## src/rtl/elevator_scan_controller_pkg.sv

```systemverilog
// Shared definitions for the elevator SCAN controller.
//   DIR_* : direction encodings driven on dir
//   state_t : car FSM states
//   scan_span() : reduces a pending-request vector to above/below flags
package elevator_pkg;

  localparam logic [1:0] DIR_STOP = 2'b00;
  localparam logic [1:0] DIR_UP   = 2'b01;
  localparam logic [1:0] DIR_DOWN = 2'b10;

  // Upper bound on the floor count accepted by scan_span().
  localparam int unsigned MAX_FLOORS = 64;

  typedef enum logic [1:0] {
    ST_FLOOR,
    ST_OPEN,
    ST_HALF
  } state_t;

  typedef struct packed {
    logic above;
    logic below;
  } span_t;

  function automatic span_t scan_span(input logic [MAX_FLOORS-1:0] req,
                                      input logic [31:0] pos);
    span_t s;
    s = '0;
    for (int unsigned i = 0; i < MAX_FLOORS; i++) begin
      if (req[i] && (i > pos)) s.above = 1'b1;
      if (req[i] && (i < pos)) s.below = 1'b1;
    end
    return s;
  endfunction

endpackage

```

## src/rtl/elevator_scan_controller_if.sv

```systemverilog
// Button/actuator bundle for the elevator SCAN controller.
//   master : button source (debouncers), observes car outputs
//   slave  : the controller, drives pos/half/open/dir/pending
interface elevator_scan_controller_if #(
  parameter int NUM_FLOORS = 4,
  parameter int FW         = $clog2(NUM_FLOORS)
);
  logic [NUM_FLOORS-1:0] button_up;
  logic [NUM_FLOORS-1:0] button_down;
  logic [NUM_FLOORS-1:0] button_in;
  logic [FW-1:0]         pos;
  logic                  half;
  logic                  open;
  logic [1:0]            dir;
  logic [NUM_FLOORS-1:0] pending;

  modport master (
    output button_up, button_down, button_in,
    input  pos, half, open, dir, pending
  );

  modport slave (
    input  button_up, button_down, button_in,
    output pos, half, open, dir, pending
  );
endinterface

```

## src/rtl/elevator_scan_controller_req_bank.sv

```systemverilog
// Latched hall/cabin call memory.
//   button_*  : single-cycle call pulses
//   supp_*    : per-floor suppress (press absorbed by an open door)
//   clr_*     : per-floor clear on door opening
//   req_*     : latched request vectors
// Top hall-up and bottom hall-down calls are ignored.
module elevator_req_bank #(
  parameter int NUM_FLOORS = 4
) (
  input  logic                  clk,
  input  logic                  reset_n,
  input  logic [NUM_FLOORS-1:0] button_up,
  input  logic [NUM_FLOORS-1:0] button_down,
  input  logic [NUM_FLOORS-1:0] button_in,
  input  logic [NUM_FLOORS-1:0] supp_up,
  input  logic [NUM_FLOORS-1:0] supp_down,
  input  logic [NUM_FLOORS-1:0] supp_in,
  input  logic [NUM_FLOORS-1:0] clr_up,
  input  logic [NUM_FLOORS-1:0] clr_down,
  input  logic [NUM_FLOORS-1:0] clr_in,
  output logic [NUM_FLOORS-1:0] req_up,
  output logic [NUM_FLOORS-1:0] req_down,
  output logic [NUM_FLOORS-1:0] req_in
);
  logic [NUM_FLOORS-1:0] up_mask;
  logic [NUM_FLOORS-1:0] down_mask;

  assign up_mask   = {1'b0, {(NUM_FLOORS-1){1'b1}}};
  assign down_mask = {{(NUM_FLOORS-1){1'b1}}, 1'b0};

  // Clear wins over a same-edge press: the opening door serves it.
  always_ff @(posedge clk or negedge reset_n) begin
    if (!reset_n) begin
      req_up   <= '0;
      req_down <= '0;
      req_in   <= '0;
    end else begin
      req_up   <= (req_up   | (button_up   & up_mask   & ~supp_up))   & ~clr_up;
      req_down <= (req_down | (button_down & down_mask & ~supp_down)) & ~clr_down;
      req_in   <= (req_in   | (button_in   & ~supp_in))               & ~clr_in;
    end
  end
endmodule

```

## src/rtl/elevator_scan_controller.sv

```systemverilog
// N-floor elevator car controller with SCAN scheduling and door timer.
//   clk, reset_n : clock, async active-low reset
//   bus (slave)  : buttons in; pos/half/open/dir/pending out
module elevator_scan_controller
  import elevator_pkg::*;
#(
  parameter int NUM_FLOORS  = 4,
  parameter int DOOR_CYCLES = 3,
  parameter int FW          = $clog2(NUM_FLOORS)
) (
  input  logic                      clk,
  input  logic                      reset_n,
  elevator_scan_controller_if.slave bus
);
  localparam int TW = (DOOR_CYCLES > 1) ? $clog2(DOOR_CYCLES) : 1;
  localparam logic [TW-1:0] RELOAD = TW'(DOOR_CYCLES - 1);

  state_t                state, nxt_state;
  logic [FW-1:0]         pos;
  logic                  half, open;
  logic [1:0]            dir, nxt_dir;
  logic [TW-1:0]         timer;
  logic [NUM_FLOORS-1:0] req_up, req_down, req_in, pend;
  logic [NUM_FLOORS-1:0] supp_up, supp_down, supp_in;
  logic [NUM_FLOORS-1:0] clr_up, clr_down, clr_in;
  logic [NUM_FLOORS-1:0] hall_up, hall_down;
  logic                  here_up, here_dn, reload;
  span_t                 span;

  elevator_req_bank #(.NUM_FLOORS(NUM_FLOORS)) u_req_bank (
    .clk        (clk),
    .reset_n    (reset_n),
    .button_up  (bus.button_up),
    .button_down(bus.button_down),
    .button_in  (bus.button_in),
    .supp_up    (supp_up),
    .supp_down  (supp_down),
    .supp_in    (supp_in),
    .clr_up     (clr_up),
    .clr_down   (clr_down),
    .clr_in     (clr_in),
    .req_up     (req_up),
    .req_down   (req_down),
    .req_in     (req_in)
  );

  assign pend      = req_up | req_down | req_in;
  assign span      = scan_span(MAX_FLOORS'(pend), 32'(pos));
  assign here_up   = req_in[pos] | req_up[pos];
  assign here_dn   = req_in[pos] | req_down[pos];
  assign hall_up   = bus.button_up   & {1'b0, {(NUM_FLOORS-1){1'b1}}};
  assign hall_down = bus.button_down & {{(NUM_FLOORS-1){1'b1}}, 1'b0};

  always_comb begin
    nxt_state = state;
    nxt_dir   = dir;
    supp_up   = '0;
    supp_down = '0;
    supp_in   = '0;
    clr_up    = '0;
    clr_down  = '0;
    clr_in    = '0;
    reload    = 1'b0;
    unique case (state)
      ST_FLOOR: begin
        case (dir)
          DIR_UP: begin
            if (here_up)             nxt_state = ST_OPEN;
            else if (span.above)     nxt_state = ST_HALF;
            else if (req_down[pos]) begin
              nxt_state = ST_OPEN;
              nxt_dir   = DIR_DOWN;
            end else if (span.below) begin
              nxt_state = ST_HALF;
              nxt_dir   = DIR_DOWN;
            end else                 nxt_dir   = DIR_STOP;
          end
          DIR_DOWN: begin
            if (here_dn)             nxt_state = ST_OPEN;
            else if (span.below)     nxt_state = ST_HALF;
            else if (req_up[pos]) begin
              nxt_state = ST_OPEN;
              nxt_dir   = DIR_UP;
            end else if (span.above) begin
              nxt_state = ST_HALF;
              nxt_dir   = DIR_UP;
            end else                 nxt_dir   = DIR_STOP;
          end
          default: begin
            if (pend[pos])           nxt_state = ST_OPEN;
            else if (span.above) begin
              nxt_state = ST_HALF;
              nxt_dir   = DIR_UP;
            end else if (span.below) begin
              nxt_state = ST_HALF;
              nxt_dir   = DIR_DOWN;
            end
          end
        endcase
      end
      ST_OPEN: begin
        // Presses the open door already serves are absorbed and extend dwell.
        supp_in[pos] = 1'b1;
        if (dir != DIR_DOWN) supp_up[pos]   = 1'b1;
        if (dir != DIR_UP)   supp_down[pos] = 1'b1;
        reload = |((bus.button_in & supp_in) | (hall_up & supp_up) |
                   (hall_down & supp_down));
        if (!reload && (timer == '0)) nxt_state = ST_FLOOR;
      end
      default: nxt_state = ST_FLOOR;
    endcase
    if ((state == ST_FLOOR) && (nxt_state == ST_OPEN)) begin
      clr_in[pos] = 1'b1;
      if (nxt_dir != DIR_DOWN) clr_up[pos]   = 1'b1;
      if (nxt_dir != DIR_UP)   clr_down[pos] = 1'b1;
    end
  end

  always_ff @(posedge clk or negedge reset_n) begin
    if (!reset_n) begin
      state <= ST_FLOOR;
      pos   <= '0;
      half  <= 1'b0;
      open  <= 1'b0;
      dir   <= DIR_STOP;
      timer <= '0;
    end else begin
      state <= nxt_state;
      dir   <= nxt_dir;
      if ((state == ST_FLOOR) && (nxt_state == ST_OPEN)) begin
        open  <= 1'b1;
        timer <= RELOAD;
      end
      if ((state == ST_FLOOR) && (nxt_state == ST_HALF)) half <= 1'b1;
      if (state == ST_OPEN) begin
        if (reload)              timer <= RELOAD;
        else if (timer == '0)    open  <= 1'b0;
        else                     timer <= timer - 1'b1;
      end
      if (state == ST_HALF) begin
        half <= 1'b0;
        pos  <= (dir == DIR_UP) ? pos + 1'b1 : pos - 1'b1;
      end
    end
  end

  assign bus.pos     = pos;
  assign bus.half    = half;
  assign bus.open    = open;
  assign bus.dir     = dir;
  assign bus.pending = pend;
endmodule
```

## src/flat_wrapper.sv

```systemverilog
// flat-port wrapper written by rule: the top's interface ports become plain ports
module elevator_scan_controller_flat import elevator_pkg::*;
#(
  parameter int NUM_FLOORS  = 4,
  parameter int DOOR_CYCLES = 3,
  parameter int FW          = $clog2(NUM_FLOORS)
)
  (clk, reset_n, bus_button_up, bus_button_down, bus_button_in, bus_pos, bus_half, bus_open, bus_dir, bus_pending);
  elevator_scan_controller_if #(.NUM_FLOORS(NUM_FLOORS), .FW(FW)) bus_i ();
  input  logic clk;
  input  logic reset_n;
  input wire logic [$bits(bus_i.button_up)-1:0] bus_button_up;
  input wire logic [$bits(bus_i.button_down)-1:0] bus_button_down;
  input wire logic [$bits(bus_i.button_in)-1:0] bus_button_in;
  output wire logic [$bits(bus_i.pos)-1:0] bus_pos;
  output wire logic [$bits(bus_i.half)-1:0] bus_half;
  output wire logic [$bits(bus_i.open)-1:0] bus_open;
  output wire logic [$bits(bus_i.dir)-1:0] bus_dir;
  output wire logic [$bits(bus_i.pending)-1:0] bus_pending;
  assign bus_i.button_up = bus_button_up;
  assign bus_i.button_down = bus_button_down;
  assign bus_i.button_in = bus_button_in;
  assign bus_pos = bus_i.pos;
  assign bus_half = bus_i.half;
  assign bus_open = bus_i.open;
  assign bus_dir = bus_i.dir;
  assign bus_pending = bus_i.pending;
  elevator_scan_controller #(.NUM_FLOORS(NUM_FLOORS), .DOOR_CYCLES(DOOR_CYCLES), .FW(FW)) u_core (.clk(clk), .reset_n(reset_n), .bus(bus_i));
endmodule
```

## config.mk

```make
export PLATFORM = sky130hd
export DESIGN_NAME = elevator_scan_controller_flat
export DESIGN_NICKNAME = d
export VERILOG_FILES = /design/src/rtl/elevator_scan_controller_pkg.sv /design/src/rtl/elevator_scan_controller_if.sv /design/src/rtl/elevator_scan_controller_req_bank.sv /design/src/rtl/elevator_scan_controller.sv /design/src/flat_wrapper.sv
export SDC_FILE = /design/constraint.sdc
export NUM_CORES = 1
export LEC_CHECK = 0
export CAP_MARGIN = 20
export CORE_ASPECT_RATIO = 1.25
export CORE_MARGIN = 2
export CORE_UTILIZATION = 35
export DETAILED_ROUTE_END_ITERATION = 10
export GPL_TIMING_DRIVEN = 0
export PLACE_DENSITY = 0.61
export SLEW_MARGIN = 20
export SYNTH_ARGS = -nofsm -noshare
export SYNTH_HDL_FRONTEND = slang
export SYNTH_SLANG_ARGS = --single-unit
```

## constraint.sdc

```tcl
create_clock -name clk -period 4.9 [get_ports clk]
set_input_delay 1.225 -clock clk [delete_from_list [all_inputs] [get_ports clk]]
set_output_delay 1.225 -clock clk [all_outputs]
set_load 0.02 [all_outputs]
```

==> impl_metrics.ini, run 1 <==
[floorplanning]
start_util_pct = 36.0
core_um2 = 4390
die_width_um = 64.1
ioPinCount = 24
dieHeight_um = 79.2
die_area_um2 = 5080
num_rows = 27

[synthesis]
synth_edf_count = 0
synth_most_common_cell = dfrtp_1
avgSynthCellArea_um2 = 8.99
yosys_warnings = 0
postSynthCellCount = 176
seq_area_frac_synth_pct = 34.8
synth.ff_latch_count = 22
yosys.area.top_type = dfrtp_1
syn_area_um2 = 1580
async_reset_ff_share_pct = 100
ys.flop_type = dfrtp_1
synthesis.nets = 196
synth.area.top_cells = dfrtp_1 (35%), mux4_2 (5.7%), a21oi_1 (4.7%)
synthTopCellsByCount = dfrtp_1 (22), a21oi_1 (15), inv_1 (14)
ys_types = 47
synth_top_area_share_pct = 34.8

[routing]
num_vias = 1374
drtPass1Iterations = 4
drt_iter0_drc = 57
via_per_inst = 5.31
postRouteAntennaNets = 0
wl_um = 4050
detail_route.wl_per_cell_um = 15.6
drcViolationCount = 0

[setup_path]
reg2reg_to = u_core.u_req_bank.req_down[1]
slowest_delay_ns = 0.43
worstSetupPathType = reg2reg
cp_top_family = compound AO/OA/AOI/OAI gates
r2r-start = u_core.bus.pos[1]
path_max_fanout = 10
path_cells = buf_2 -> inv_1 -> ha_1 -> clkbuf_1 -> nor2b_1 -> a222oi_1 -> buf_4 -> nor4b_1 -> o21a_1 -> a311oi_2 -> nand4_1 -> a31oi_1
crit_slowest_cell = dfrtp_1
crit_arrival_ns = 3.30
path_buf_inv = 4
endpoint_kind = flip-flop
worstSetupStartpointType = flip-flop
cp.depth = 12
ff2ff_setup_slack_ns = 1.79
worstRegToRegCells = 12
cp_data_required_time_ns = 5.09

[power]
p_per_area_nw_per_um2 = 653
ir_drop_uv = 265
p_leak_nw = 0.713
finalPower_w = 0.00125

[hold_path]
holdPathEnd = u_core.bus.half
hold_class = reg2reg
min_from = u_core.bus.half
hold_depth = 1

[finish]
antennaDiodeCount = 0
num-nets-final = 222
drive_gt1_share_pct = 11.9
area_delta_synth_final_pct = 21.0

[clocking]
clock_path_buffers = 2
cts_resized = 0
cts_tree = built
insertion_delay_ns = 0.27
cts-root-buf = clkbuf_8
cts_hold_buf = 0
htree_levels = 1
clk_pin_slew_ns = 0.08
postCtsSetupBuffers = 0
cts_made_buffers = 3
numClockSinks = 22

[placement]
gp_congestion = 0.858
port-buffer-count = 21
hpwlAfterDp_um = 3130
preCtsSetupSlack_ns = 1.80

[timing]
report.final.setup_viol = 0
skew_ns = 0.00149
grt_setup_unrepaired = no
fmax_ghz = 0.321
finalHoldViolCount = 0
timing.max_slew.rel_slack_pct = 65.8
min_period_ns = 3.11
drv_slew = 0
period_share_pct = 63.5
tns_ns = 0
worst_slew_pin_slew_ns = 0.514
setup_slack_ns = 1.79

[run_status]
status = completed

[global_route]
grt_max_degree = 23
antenna_found_initial = 0
grt_usage_pct = 17.3
grt_pass1_wl_um = 6840
grt_overflow_total = 0
first_global_vias = 1371

[job]
maxCapViolations = 0
[worst max-delay path by stage]
stage	startpoint	endpoint
4_1_cts	u_core.bus.pos[0]	u_core.u_req_bank.req_down[3]
3_3_place_gp	u_core.bus.pos[1]	u_core.u_req_bank.req_down[3]
6_report	u_core.bus.pos[1]	u_core.u_req_bank.req_down[1]
5_1_grt	u_core.bus.pos[0]	u_core.u_req_bank.req_down[3]
2_1_floorplan	u_core.bus.pos[1]	u_core.u_req_bank.req_down[3]
3_5_place_dp	u_core.bus.pos[0]	u_core.u_req_bank.req_down[3]
[through the flow]
step                      cell area [um^2]  utilization [%]  cells  hold WS [ns]
after floorplan                       1580                -    176         0.483
after global placement                1860             42.5    255         0.484
after detailed placement              1860             42.5    255         0.483
after CTS                             1920             43.7    259         0.502
after global routing                  1910             43.6    259         0.523
final                                 1910             43.6    259         0.494
[placed cells by master (no fill, tap or decap), types with 2 or more instances in the layout]
cell / count
o22ai_1: 4
inv_1: 14
a21oi_1: 15
o21ai_0: 9
o21a_1: 3
nand2_1: 13
o21ai_1: 3
a31oi_1: 9
ha_1: 6
clkbuf_1: 6
nand2b_1: 4
o211ai_1: 2
nor2_1: 8
nand3_1: 5
mux2i_1: 4
mux4_2: 4
buf_6: 2
or2_1: 3
nor3_2: 2
clkbuf_8: 4
clkdlybuf4s50_1: 20
buf_2: 2
nor3_1: 3
dfrtp_1: 22
o221a_2: 2
nand3b_1: 4
nor2b_1: 2
a22oi_1: 4
nand4_1: 2
[final cells by class]
| type | instances | area, um^2 |
|---|---|---|
| multi-input combinational | 128 | 913 |
| clock buffer | 4 | 55.1 |
| sequential | 22 | 551 |
| tap | 58 | 72.6 |
| inverter | 15 | 56.3 |
| fill | 473 | 2480 |
| buffer | 11 | 61.3 |
| timing repair buffer | 21 | 205 |
[state kept, by name, summed over array words and instances, names as in the netlist]
signal                      cells
u_core.u_req_bank.req_up        4
u_core.timer                    2
u_core.state                    2
u_core.bus.dir                  2
u_core.bus.half                 1
u_core.u_req_bank.req_in        4
u_core.u_req_bank.req_down      4
u_core.bus.pos                  2
u_core.bus.open                 1
[cell families after synthesis]
family	after synthesis	share of synthesized area [%]
flops	22	34.8
mux	8	8.23
xor+xnor	2	1.11
fa+ha+maj	6	4.75
buf+inv	26	7.44
simple gates	50	16.9
compound gates	62	26.7
[worst reg2reg max path: stages (launching register included)]
cell and delay, ns:
dfrtp_1 0.43, buf_2 0.22, inv_1 0.10, ha_1 0.14, clkbuf_1 0.36, nor2b_1 0.09, a222oi_1 0.31, buf_4 0.22
nor4b_1 0.07, o21a_1 0.22, a311oi_2 0.34, nand4_1 0.28, a31oi_1 0.25
[routing by layer]
layer | GRT usage (%) | vias up | wire (um)
met2 | 29.3 | 25 | 2090
met4 | 7.66 | 0 | 90
met5 | 0 | - | 0
met1 | 22.4 | 650 | 1780
li1 | - | 692 | -
met3 | 1.42 | 7 | 86
[where the power goes]
| group | switching [W] | internal (W) | leakage [nW] | total, W |
|---|---|---|---|---|
| logic | 0.000460 | 0.000324 | 0.443 | 0.000784 |
| clock network | 0.0000629 | 0.0000718 | 0.0288 | 0.000135 |
| registers | 0.0000810 | 0.000250 | 0.241 | 0.000331 |
Note: power is estimated with default switching activity, not from simulation.
==> run 2: changes to the inputs <==
--- a/config.mk
+++ b/config.mk
@@ -11,7 +11,7 @@
 export CORE_UTILIZATION = 35
 export DETAILED_ROUTE_END_ITERATION = 10
 export GPL_TIMING_DRIVEN = 0
-export PLACE_DENSITY = 0.61
+export PLACE_DENSITY = 0.63
 export SLEW_MARGIN = 20
 export SYNTH_ARGS = -nofsm -noshare
 export SYNTH_HDL_FRONTEND = slang
==> constraint.sdc (replaced) <==
create_clock -name clk -period 2.71 [get_ports clk]
set_input_delay 0.6775 -clock clk [delete_from_list [all_inputs] [get_ports clk]]
set_output_delay 0.6775 -clock clk [all_outputs]
set_load 0.02 [all_outputs]
==> run 2 against run 1 <==
  * Clock power grew 50%
  * Hold slack lost 0.12 ns
  * Flip-flop and latch count is the same
  * First-iteration DRC count grew 120%
  * Register-to-register slack lost 1.7 ns
  * Maximum frequency grew 19%
  * Cell area grew 10%
  * Critical path depth shrank 2
  * Core utilization grew 4.4 points
  * Combinational power grew 130%
  * Power grew 110%
==> impl_metrics.ini, run 2 (same netlist as run 1, synthesis figures left out) <==
[floorplanning]
ioPinCount = 24
core_um2 = 4390
die_width_um = 64.1
die_area_um2 = 5080
num_rows = 27
start_util_pct = 36.0
dieHeight_um = 79.2

[placement]
gp_congestion = 0.922
port-buffer-count = 21
hpwlAfterDp_um = 3020
place_area_um2 = 1870

[global_route]
grt_max_degree = 23
grt_usage_pct = 17.5
first_global_vias = 1455
antenna_found_initial = 0
grt_overflow_total = 0
grt_pass1_wl_um = 6940

[timing]
finalHoldViolCount = 0
report.final.setup_viol = 0
drv_slew = 0
worst_slew_pin_slew_ns = 0.584
timing.max_slew.rel_slack_pct = 60.8
period_share_pct = 96.5
fmax_ghz = 0.382
min_period_ns = 2.62
skew_ns = 0.00133

[clocking]
cts_hold_buf = 0
clock_path_buffers = 2
insertion_delay_ns = 0.26
cts-root-buf = clkbuf_8
clk_pin_slew_ns = 0.08
htree_levels = 1
cts_made_buffers = 3
cts_tree = built
numClockSinks = 22

[hold_path]
hold_class = in2async

[power]
p_leak_nw = 0.784
p_per_area_nw_per_um2 = 1230
finalPower_w = 0.00260
ir_drop_uv = 572

[finish]
area_delta_synth_final_pct = 33.2
final_core_util_pct = 48.0
drive_gt1_share_pct = 23.2
final_cell_mix = dfrtp_1 (22), clkdlybuf4s50_1 (20), a21oi_1 (15)
fin_area_um2 = 2110
num-nets-final = 233
antennaDiodeCount = 0
final_common_cell = dfrtp_1
reg_top3 = u_core.u_req_bank.req_down (4), u_core.u_req_bank.req_in (4), u_core.u_req_bank.req_up (4)

[routing]
detail_route.wl_per_cell_um = 16.0
wl_um = 4290
postRouteAntennaNets = 0
drtPass1Iterations = 4
drcViolationCount = 0
num_vias = 1519
via_per_inst = 5.65
drt_iter0_drc = 128

[run_status]
status = completed

[setup_path]
r2r-start = u_core.bus.pos[1]
cp_data_required_time_ns = 2.86
path_max_fanout = 9
crit_arrival_ns = 2.76
worstSetupStartpointType = flip-flop
worstSetupPathType = reg2reg
ff2ff_setup_slack_ns = 0.09
worstRegToRegCells = 10
reg2reg_to = u_core.timer[1]
endpoint_kind = flip-flop

[job]
maxCapViolations = 0
==> run 2: critical path, stage by stage (launching register included) <==
cell and delay (ns):
dfrtp_1 0.40, buf_4 0.16, ha_2 0.24, or2_1 0.29, o221a_2 0.34, a21oi_1 0.15, o21ai_0 0.14, a211oi_4 0.38
nor2_4 0.06, buf_4 0.14, or2_1 0.22
==> run 2: per-layer routing <==
layer  vias up  share of wire [%]  global-route usage, %
met1       750                 44                   23.5
li1        716                  -                      -
met5         -                  0                      0
met2        47                 50                   29.0
met4         0                1.5                   6.60
met3         6                4.5                   1.70
==> run 2: power breakdown <==
part / internal (W) / switching, W
Clock: 0.0000992 / 0.000103
Combinational: 0.000836 / 0.000974
Sequential: 0.000452 / 0.000137
Total: 0.00139 / 0.00121
==> run 2: worst max-delay path by stage <==
stage                            startpoint                            end  slack [ns]  cells past startpoint
after CTS                 u_core.bus.pos[1]  u_core.u_req_bank.req_down[2]        0.01                     12
after detailed placement  u_core.bus.pos[0]  u_core.u_req_bank.req_down[2]       -0.28                     11
after floorplan           u_core.bus.pos[0]  u_core.u_req_bank.req_down[0]        0.03                     12
final                     u_core.bus.pos[1]                u_core.timer[1]        0.09                     10
after global placement    u_core.bus.pos[0]  u_core.u_req_bank.req_down[3]       -0.24                     11
after global routing      u_core.bus.pos[0]                u_core.timer[1]       -0.03                     11
==> run 2: timing repair <==
item / CTS / global route
gates resized for setup: 10 / 17
cloned: 1 / 0
pin swaps: 5 / 9
buffers inserted: 4 / 8
setup endpoints to repair: 15 / 14
==> run 2: final cells by class <==
cell class                 count  area (um^2)
sequential                    22          551
fill                         426         2280
inverter                      15         63.8
multi-input combinational    128          990
clock buffer                   3         41.3
timing repair buffer          34          307
tap                           58         72.6
buffer                         9         82.6
==> run 2: stage by stage <==
stage               instances  hold WS [ns]  setup TNS (ns)  setup slack, ns
finish                    269         0.373               0           0.0950
global route              269         0.411         -0.0707          -0.0270
CTS                       262         0.501               0           0.0148
detailed placement        255         0.483           -2.54           -0.282
global placement          255         0.476           -2.35           -0.244
floorplan                 176         0.382               0           0.0261
==> run 3: changes to the inputs <==
--- a/config.mk
+++ b/config.mk
@@ -5,11 +5,13 @@
 export SDC_FILE = /design/constraint.sdc
 export NUM_CORES = 1
 export LEC_CHECK = 0
+export ABC_AREA = 1
 export CAP_MARGIN = 20
 export CORE_ASPECT_RATIO = 1.25
 export CORE_MARGIN = 2
 export CORE_UTILIZATION = 35
 export DETAILED_ROUTE_END_ITERATION = 10
+export GPL_ROUTABILITY_DRIVEN = 1
 export GPL_TIMING_DRIVEN = 0
 export PLACE_DENSITY = 0.63
 export SLEW_MARGIN = 20
==> run 3 against run 2 <==
  * Cell area down 6.7%
  * Flip-flop and latch count unchanged
  * Power down 5.2%
  * Synthesized cell count up 38%
  * Clock power up 18%
  * Maximum frequency up 6.0%
  * Global-route usage down 0.99 points
  * Critical endpoint is now u_core.u_req_bank.req_up[1]
==> impl_metrics.ini, run 3 <==
[finish]
final_cell_mix = nand2_1 (62), nor2_1 (34), nand3_1 (32)
antennaDiodeCount = 0
num-nets-final = 288
area_delta_synth_final_pct = 20.4
drive_gt1_share_pct = 15.0
reg_top3 = u_core.u_req_bank.req_down (4), u_core.u_req_bank.req_in (4), u_core.u_req_bank.req_up (4)
final_common_cell = nand2_1
n_fill_cell = 489

[floorplanning]
die_width_um = 65.1
dieHeight_um = 80.4
num_rows = 27
core_um2 = 4460
start_util_pct = 36.6
die_area_um2 = 5230
ioPinCount = 24

[routing]
detail_route.wl_per_cell_um = 11.9
drt-met1-wl_um = 1770
wl_met2_um = 1920
highest_layer = met4
drt_iter0_drc = 92
via_per_inst = 4.83
num_vias = 1571
wl_met3_um = 125
postRouteAntennaNets = 0
drtPass1Iterations = 4
drcViolationCount = 0
wl_um = 3860

[placement]
hpwlAfterDp_um = 3170
gp_congestion = 0.849
port-buffer-count = 21

[synthesis]
seq_area_frac_synth_pct = 33.7
synth_most_common_cell = nand2_1
yosys_warnings = 0
synthTopCellsByCount = nand2_1 (62), nor2_1 (34), nand3_1 (32)
synth.ff_latch_count = 22
syn_area_um2 = 1630
muxShareOfSynthArea_pct = 0
yosys.area_share.simple_pct = 44.6
synth_compound_area_share_pct = 7.58
ys_types = 24
postSynthCellCount = 242
synth_edf_count = 0
synth_top_family_by_area = simple AND/OR/NAND/NOR gates
synth-xor-area-share_pct = 1.07
synth.area.top_cells = dfrtp_1 (34%), nand2_1 (14%), nand3_1 (9.8%)
avgSynthCellArea_um2 = 6.75
yosys.area.top_type = dfrtp_1
synthAdderAreaFrac_pct = 4.59
ys.flop_type = dfrtp_1
synth_top_area_share_pct = 33.7
async_reset_ff_share_pct = 100
synthesis.nets = 262

[setup_path]
path_cells = inv_2 -> ha_1 -> inv_1 -> nand2_1 -> nand3_1 -> nor2_1 -> nor2_2 -> nand2_1 -> nand3_1 -> a21oi_4 -> nand3_1 -> nor2_1 -> nor2_1
crit_arrival_ns = 2.63
worstSetupPathType = reg2reg
path_buf_inv = 2
cp_data_required_time_ns = 2.87
crit_slowest_cell = dfrtp_1
slowest_delay_ns = 0.51
worstSetupStartpointType = flip-flop
cp_top_family = simple AND/OR/NAND/NOR gates
endpoint_kind = flip-flop
path_max_fanout = 10

[clocking]
clock_path_buffers = 2
cts_hold_buf = 0
insertion_delay_ns = 0.26
cts-root-buf = clkbuf_8
cts_tree = built
postCtsSetupBuffers = 0
cts_made_buffers = 3
numClockSinks = 22
cts_resized = 0
htree_levels = 1
clk_pin_slew_ns = 0.08

[timing]
report.final.setup_viol = 0
min_period_ns = 2.47
drv_slew = 0
period_share_pct = 91.0
tns_ns = 0
grt_setup_unrepaired = no
skew_ns = 0.00155
fmax_ghz = 0.405
finalHoldViolCount = 0
worst_slew_pin_slew_ns = 0.517
timing.max_slew.rel_slack_pct = 65.5

[power]
switchingPower_w = 0.00132
p_leak_nw = 0.945
clockPowerShare_pct = 9.7
switching_share_pct = 53.6
ir_drop_uv = 380
share_comb_of_total_power_pct = 66.6
pwr-share-seq_pct = 23.7
p_per_area_nw_per_um2 = 1250
finalPower_w = 0.00247
p_int_w = 0.00115

[global_route]
grt_pass1_wl_um = 6790
grt_max_degree = 23
first_global_vias = 1454
antenna_found_initial = 0
grt_usage_pct = 16.5
grt_overflow_total = 0

[run_status]
status = completed

[job]
maxCapViolations = 0

[hold_path]
hold_class = in2async
-- run 3: cell types whose count changed after synthesis, sizes merged, moves of 5 or more --
| cell | previous run | this run |
|---|---|---|
| clkbuf | 6 | 1 |
| inv | 15 | 33 |
| nand3 | 5 | 35 |
| nand2 | 13 | 77 |
| a31oi | 9 | 0 |
| nor2 | 9 | 39 |
| a21oi | 16 | 9 |
-- run 3: worst paths after layout --
check                                   from                       endpoint  slack [ns]  cells after the start
max reg2reg                u_core.bus.pos[0]    u_core.u_req_bank.req_up[1]        0.24                     13
min                                  reset_n    u_core.u_req_bank.req_up[1]        0.38                      1
min reg2reg                  u_core.bus.half                u_core.bus.half        0.49                      2
max                        u_core.bus.pos[0]    u_core.u_req_bank.req_up[1]        0.24                     13
max in group asynchronous            reset_n  u_core.u_req_bank.req_down[1]        1.98                      1
min in group clk             u_core.bus.half                u_core.bus.half        0.49                      2
-- run 3: area by class of cell --
type / instances / area, um^2 / area share [%]
buffer: 3 / 13.8 / 0.700
clock buffer: 4 / 55.1 / 2.80
inverter: 33 / 124 / 6.30
multi-input combinational: 184 / 946 / 48.1
sequential: 22 / 551 / 28.0
tap: 58 / 72.6 / 3.69
timing repair buffer: 21 / 205 / 10.4
-- run 3: cells by family (layout without fill, tap and decap cells) --
kind of cell	count (synthesis)	in the layout
buffers and inverters	36	61
AOI/OAI and AO/OA	21	21
DFF	22	22
adders and majority gates	6	6
xor gates and xnor gates	2	2
and+or+nand+nor	155	155
-- run 3: per-stage QoR --
stage          setup WS, ns  hold slack (ns)  instances  area [um^2]  util [%]
2_1_floorplan         0.550            0.382        242         1630         -
3_3_place_gp          0.285            0.483        321         1920      43.0
3_5_place_dp          0.276            0.482        321         1920      43.0
4_1_cts               0.246            0.503        325         1970      44.2
5_1_grt              0.0106            0.412        325         1970      44.1
6_report              0.243            0.376        325         1970      44.1
-- run 3: power by group through the flow --
stage                     combinational (W)  clock, W  sequential [W]
after floorplan                     0.00122         0        0.000607
after global placement              0.00164         0        0.000590
after detailed placement            0.00165         0        0.000590
after CTS                           0.00166  0.000245        0.000585
after global routing                0.00186  0.000261        0.000606
final                               0.00164  0.000239        0.000584
-- run 3: routing by layer --
metal  vias up  track usage, %
met5         -               0
met4         0            4.38
met3         5            1.82
met2        33            27.9
met1       723            22.2
li1        810               -
-- run 3: worst register-to-register path: stages (launching register included) --
cell	delay [ns]
dfrtp_1	0.51
inv_2	0.21
ha_1	0.33
inv_1	0.09
nand2_1	0.08
nand3_1	0.16
nor2_1	0.15
nor2_2	0.06
nand2_1	0.06
nand3_1	0.14
a21oi_4	0.26
nand3_1	0.14
nor2_1	0.12
nor2_1	0.05
